### src/rtl/a5_1_pkg.sv
// rtl/a5_1_pkg.sv - shared A5/1 constants and decryptor FSM state type
package a5_1_pkg;
  localparam int X_LEN = 19;
  localparam int Y_LEN = 22;
  localparam int Z_LEN = 23;
  localparam int X_CLK = 8;
  localparam int Y_CLK = 10;
  localparam int Z_CLK = 10;

  localparam logic [X_LEN-1:0] X_TAPS = 19'h72000;   // bits 18,17,16,13
  localparam logic [Y_LEN-1:0] Y_TAPS = 22'h300000;  // bits 21,20
  localparam logic [Z_LEN-1:0] Z_TAPS = 23'h700080;  // bits 22,21,20,7

  localparam int X_LO = 0;
  localparam int Y_LO = 19;
  localparam int Z_LO = 41;

  typedef enum logic [2:0] {IDLE, LOAD, WARM, GEN, WAIT_IN, WAIT_OUT} state_t;
endpackage

### src/rtl/a5_1_keystream_core.sv
// rtl/a5_1_keystream_core.sv - three majority-clocked LFSRs producing one keystream bit per step
module a5_1_keystream_core
  import a5_1_pkg::*;
(
  input  logic        clk,
  input  logic        load,
  input  logic [63:0] key,
  input  logic        step,
  output logic        ks_bit
);
  logic [X_LEN-1:0] x;
  logic [Y_LEN-1:0] y;
  logic [Z_LEN-1:0] z;
  logic maj, x_fb, y_fb, z_fb;

  always_comb begin
    maj  = (x[X_CLK] & y[Y_CLK]) | (x[X_CLK] & z[Z_CLK]) | (y[Y_CLK] & z[Z_CLK]);
    x_fb = ^(x & X_TAPS);
    y_fb = ^(y & Y_TAPS);
    z_fb = ^(z & Z_TAPS);
  end

  // Output bit is taken from the pre-shift register contents.
  assign ks_bit = x[X_LEN-1] ^ y[Y_LEN-1] ^ z[Z_LEN-1];

  always_ff @(posedge clk) begin
    if (load) begin
      x <= key[X_LO +: X_LEN];
      y <= key[Y_LO +: Y_LEN];
      z <= key[Z_LO +: Z_LEN];
    end else if (step) begin
      if (x[X_CLK] == maj) x <= {x[X_LEN-2:0], x_fb};
      if (y[Y_CLK] == maj) y <= {y[Y_LEN-2:0], y_fb};
      if (z[Z_CLK] == maj) z <= {z[Z_LEN-2:0], z_fb};
    end
  end
endmodule

### src/rtl/a5_1_stream_decryptor.sv
// rtl/a5_1_stream_decryptor.sv - A5/1 keystream XOR decryptor with valid/ready pixel streams
// Optional debug ports ks_dbg/ks_bit_dbg when A5_1_KS_DEBUG_EN is defined.
module a5_1_stream_decryptor
  import a5_1_pkg::*;
#(
  parameter int WARMUP    = 100,
  parameter int NUM_BYTES = 65536
) (
  input  logic        clk,
  input  logic        rst,
  input  logic        start,
  input  logic [63:0] key,
  input  logic        s_valid,
  output logic        s_ready,
  input  logic [7:0]  s_data,
  output logic        m_valid,
  input  logic        m_ready,
  output logic [7:0]  m_data,
  output logic        busy,
  output logic        done
`ifdef A5_1_KS_DEBUG_EN
  ,
  output logic [7:0]  ks_dbg,
  output logic        ks_bit_dbg
`endif
);
  localparam int WW = (WARMUP > 0) ? $clog2(WARMUP + 1) : 1;
  localparam int BW = $clog2(NUM_BYTES + 1);

  state_t          state;
  logic [63:0]     key_q;
  logic [WW-1:0]   warm_cnt;
  logic [2:0]      bit_cnt;
  logic [7:0]      ks_byte;
  logic [BW-1:0]   byte_cnt;
  logic            ks_bit;
  logic            core_load;
  logic            core_step;
  logic [63:0]     core_key;

  // Reset reuses the parallel load path with an all-zero key to clear the LFSRs.
  assign core_load = rst || (state == LOAD);
  assign core_key  = rst ? 64'd0 : key_q;
  assign core_step = (state == WARM) || (state == GEN);

  a5_1_keystream_core u_core (
    .clk    (clk),
    .load   (core_load),
    .key    (core_key),
    .step   (core_step),
    .ks_bit (ks_bit)
  );

`ifdef A5_1_KS_DEBUG_EN
  assign ks_dbg     = ks_byte;
  assign ks_bit_dbg = ks_bit;
`endif

  always_ff @(posedge clk) begin
    if (rst) begin
      state    <= IDLE;
      key_q    <= '0;
      warm_cnt <= '0;
      bit_cnt  <= '0;
      ks_byte  <= '0;
      byte_cnt <= '0;
      s_ready  <= 1'b0;
      m_valid  <= 1'b0;
      m_data   <= '0;
      busy     <= 1'b0;
      done     <= 1'b0;
    end else begin
      done <= 1'b0;
      if (start) begin
        key_q    <= key;
        state    <= LOAD;
        busy     <= 1'b1;
        s_ready  <= 1'b0;
        m_valid  <= 1'b0;
        byte_cnt <= '0;
      end else begin
        case (state)
          IDLE: ;
          LOAD: begin
            warm_cnt <= '0;
            bit_cnt  <= '0;
            byte_cnt <= '0;
            state    <= (WARMUP == 0) ? GEN : WARM;
          end
          WARM: begin
            warm_cnt <= warm_cnt + WW'(1);
            if (warm_cnt == WW'(WARMUP - 1)) state <= GEN;
          end
          GEN: begin
            ks_byte <= {ks_byte[6:0], ks_bit};
            bit_cnt <= bit_cnt + 3'd1;
            if (bit_cnt == 3'd7) begin
              state   <= WAIT_IN;
              s_ready <= 1'b1;
            end
          end
          WAIT_IN: begin
            if (s_valid && s_ready) begin
              m_data  <= s_data ^ ks_byte;
              m_valid <= 1'b1;
              s_ready <= 1'b0;
              state   <= WAIT_OUT;
            end
          end
          WAIT_OUT: begin
            if (m_ready) begin
              m_valid  <= 1'b0;
              byte_cnt <= byte_cnt + BW'(1);
              if (byte_cnt == BW'(NUM_BYTES - 1)) begin
                done  <= 1'b1;
                busy  <= 1'b0;
                state <= IDLE;
              end else begin
                state <= GEN;
              end
            end
          end
          default: state <= IDLE;
        endcase
      end
    end
  end
endmodule
### config.mk
export PLATFORM = sky130hd
export DESIGN_NAME = a5_1_stream_decryptor
export DESIGN_NICKNAME = d
export VERILOG_FILES = /design/src/rtl/a5_1_pkg.sv /design/src/rtl/a5_1_keystream_core.sv /design/src/rtl/a5_1_stream_decryptor.sv
export SDC_FILE = /design/constraint.sdc
export NUM_CORES = 1
export LEC_CHECK = 0
export BUFFER_PORTS_ARGS = -buffer_cell sky130_fd_sc_hd__buf_4
export CAP_MARGIN = 15
export CORE_ASPECT_RATIO = 1.4
export CORE_MARGIN = 2
export CORE_UTILIZATION = 60
export DETAILED_ROUTE_END_ITERATION = 7
export GPL_ROUTABILITY_DRIVEN = 0
export GPL_TIMING_DRIVEN = 0
export PLACE_DENSITY = 0.82
export SYNTH_ARGS = -nofsm -noshare
export SYNTH_HDL_FRONTEND = slang
export SYNTH_HIERARCHICAL = 1
export SYNTH_SLANG_ARGS = --single-unit
export TNS_END_PERCENT = 30
### constraint.sdc
create_clock -name clk -period 5 [get_ports clk]
set_input_delay 0.25 -clock clk [delete_from_list [all_inputs] [get_ports clk]]
set_output_delay 0.25 -clock clk [all_outputs]
set_load 0.02 [all_outputs]
==> parameters.txt <==
Parameter                              Value

Timing
  Setup repair after global routing missed its margin    no
  Final hold violation count    0
  Max-slew headroom at the worst pin    30.9%
  Slew @ Worst Pin    1.04 ns
  Final Skew    0.00910 ns
  Total Negative Setup Slacks    0 ns
  Post-route clock period utilization    53.6%
  Final Setup Violations    0
  Slew Viols, Final    0
  Final Critical Period    2.68 ns
  Fmax achieved    373 MHz

Yosys
  Area share of the largest cell type after synthesis    29.0%
  Yosys warns    6
  Netlist cell types    53
  Most area-consuming cells after synthesis    sky130_fd_sc_hd__dfxtp_1 (29%), sky130_fd_sc_hd__edfxtp_1 (24%), sky130_fd_sc_hd__mux2_2 (8.7%)
  Syn nets    801
  Number of flip-flops and latches in the synthesized netlist    178
  Yosys top cell by area    sky130_fd_sc_hd__dfxtp_1
  Post-Syn Instances    718
  Most frequently used flop master after synthesis    sky130_fd_sc_hd__dfxtp_1
  Syn Area/Cell    11.0 µm²
  Count of flip-flops with a built-in enable after synthesis    64
  Share of synthesized flip-flops with an asynchronous set or reset    0%
  Post-Syn Area    0.00787 mm²
  Proportion of synthesized chip area in sequential cells    53.4%

Power and ir drop
  Comb power frac    9.1%
  Net switching power    751 µW
  LEAKAGE    0.00373 µW
  Internal power contribution    2580 µW
  Total power    3340 µW
  Sequential group share of total power    49.6%
  Cell Pwr Density    358 mW/mm²
  Maximum ir drop on the vdd rail    0.214 mV
  Share of total power in the clock network    41.2%
  Switch share    22.5%

Min path
  Hold path endpoint    key_q[41]
  Number of stages on the worst hold path    3
  Hold_sp    key[41]
  Worst Hold Class    input pin to register

Clocking
  H-tree levels    4
  Hold-fix buffers at CTS    0
  Root Buffer    sky130_fd_sc_hd__clkbuf_16
  Num CTS Buffers    17
  Clock slew seen by the registers of the worst setup and hold paths    0.06 ns
  Number of clock sinks seen by CTS    178
  Post-cts sizing count    0
  Clock insertion delay at the later pin of the skew report    0.42 ns
  Setup Fix Bufs, Post-CTS    0
  Deepest clock path buffer count    2
  CTS tree    built

Global routing
  Largest net degree at the start of global routing    24
  Number of global-route vias before repair    5806
  GR Overflow Total    0
  Global-route wire length before repair    27500 µm
  All-layer global routing usage    24.6%
  Number of antenna violations at the first check in global routing    0

Route
  Wirelength per Cell    16.6 µm
  Number of optimization iterations in the first detailed-route pass    4
  Antenna-violating nets left    0
  Initial DRC Count    308
  Drc violations    0
  Via density per instance    5.62
  Routed Wire Length    16400 µm
  Total number of vias    5562

Setup path
  Critical Path AT    2.72 ns
  Worst Path Max Fanout    23
  Critical path startpoint category    register
  Setup crit end kind    register
  Crit Reg-Reg Startpoint    state[2]
  R2R cell count    6
  Register-to-register path setup slack    2.32 ns
  Worst path required time    5.04 ns
  Kind of critical path    register to register
  R2r endpoint    u_core/z[16]

Cells and area
  Number of nets in the layout    907
  Share of final-layout standard cells stronger than drive strength 1    24.4%
  Number of diodes added for antenna fixing    0
  Synth-to-layout area growth    18.5%
  Most common library cell in the layout ignoring fill and taps    sky130_fd_sc_hd__dfxtp_1
  Core utilization of the finished layout    72.8%
  Most used cells in the layout excluding fill and tap cells    sky130_fd_sc_hd__dfxtp_1 (114), sky130_fd_sc_hd__nor2_1 (95), sky130_fd_sc_hd__buf_4 (87), sky130_fd_sc_hd__nor2b_1 (66)

Placed design
  Detailed-placement wirelength estimate    11700 µm
  Port Buf Inserts    87

Flow run
  Number of maximum-capacitance constraint violations    0

Floorplanning
  Chip height    140 µm
  Die outline width    101 µm
  Count of boundary I/O pins    89
  Area of the core    0.0128 mm²
  Num rows    49
  Die footprint    0.0141 mm²
  Effective utilization at floorplan    61.4%

Outcome
  Run status    complete, no violations
## sequential cells by signal, indices dropped and copies added, names as in the netlist
name      flops
ks_byte       8
warm_cnt      7
done          1
key_q        64
m_data        8
u_core/x     19
byte_cnt     17
u_core/y     22
busy          1
state         3
s_ready       1
bit_cnt       3
u_core/z     23
m_valid       1
## worst max-delay path, stage by stage (launching register included)
cell	delay, ns
sky130_fd_sc_hd__dfxtp_1	0.36
sky130_fd_sc_hd__clkbuf_1	0.25
sky130_fd_sc_hd__nor2_1	0.27
sky130_fd_sc_hd__or2_2	0.15
sky130_fd_sc_hd__buf_2	0.17
sky130_fd_sc_hd__buf_2	0.26
sky130_fd_sc_hd__a31o_1	0.83
## power by group through the flow
stage | Combinational [µW] | Clock, µW | Sequential, µW
2_1_floorplan | 205 | 0 | 1670
3_3_place_gp | 290 | 0 | 1680
3_5_place_dp | 303 | 0 | 1690
4_1_cts | 306 | 1380 | 1660
5_1_grt | 332 | 1450 | 1670
6_report | 305 | 1370 | 1660
## logic make-up after synthesis
kind of cell | synth area share [%]
AND/OR/NAND/NOR | 16.9
XOR/XNOR | 2.56
adder cells (fa/ha/maj) | 0.953
flip-flops | 53.4
AO/OA/AOI/OAI | 6.44
buffers and inverters | 2.92
multiplexers | 16.9
## Yosys cell counts (6+ instances only)
cell and count:
sky130_fd_sc_hd__dfxtp_1 114, sky130_fd_sc_hd__nor2_1 95, sky130_fd_sc_hd__nor2b_1 66, sky130_fd_sc_hd__edfxtp_1 64
sky130_fd_sc_hd__mux2i_1 64, sky130_fd_sc_hd__mux2_2 61, sky130_fd_sc_hd__nand2_1 40, sky130_fd_sc_hd__a21oi_1 30
sky130_fd_sc_hd__clkbuf_1 24, sky130_fd_sc_hd__xnor2_1 21, sky130_fd_sc_hd__buf_2 16, sky130_fd_sc_hd__a211oi_1 9
sky130_fd_sc_hd__o31ai_1 8, sky130_fd_sc_hd__or4_1 8, sky130_fd_sc_hd__inv_1 7, sky130_fd_sc_hd__nand3_1 7
sky130_fd_sc_hd__ha_1 6, sky130_fd_sc_hd__nand2b_1 6, sky130_fd_sc_hd__nor3_1 6, sky130_fd_sc_hd__o21ai_0 6
## metal layers
metal	global-route usage, %	wire, µm	up-vias	share of wire [%]
met5	0	0	-	0
met4	9.73	377	0	2.3
met3	4.22	530	26	3.2
met2	43.8	8790	124	53
met1	29.1	6740	2660	41
li1	-	-	2752	-
## per-stage QoR
| step | instances | hold slack [ns] | cell area [µm²] | setup WS (ns) |
|---|---|---|---|---|
| 2_1_floorplan | 718 | 0.397 | 7870 | 2.93 |
| 3_3_place_gp | 958 | 0.444 | 8720 | 2.41 |
| 3_5_place_dp | 958 | 0.456 | 8720 | 2.37 |
| 4_1_cts | 990 | 0.0538 | 9330 | 2.33 |
| 5_1_grt | 990 | 0.0590 | 9330 | 2.16 |
| 6_report | 990 | 0.0598 | 9330 | 2.32 |
## cell type report
| cell class | instances | area [µm²] |
|---|---|---|
| Tap cell | 153 | 191 |
| Sequential cell | 178 | 4200 |
| Buffer | 45 | 204 |
| Fill cell | 889 | 3480 |
| Timing Repair Buffer | 87 | 653 |
| Multi-Input combinational cell | 488 | 3440 |
| Clock inverter | 12 | 155 |
| Inverter | 7 | 26.3 |
| Clock buffer | 20 | 457 |
## worst max path at each step
| stage | from | end | slack, ns | cells after the start |
|---|---|---|---|---|
| floorplan | state[2] | u_core/z[0] | 2.93 | 6 |
| finish | state[2] | u_core/z[16] | 2.32 | 6 |
| global placement | state[2] | u_core/z[2] | 2.41 | 6 |
| global route | state[2] | u_core/z[16] | 2.16 | 6 |
| CTS | state[2] | u_core/z[8] | 2.33 | 6 |
| detailed placement | state[2] | u_core/z[2] | 2.37 | 6 |
Note: power is estimated with default switching activity, not from simulation.
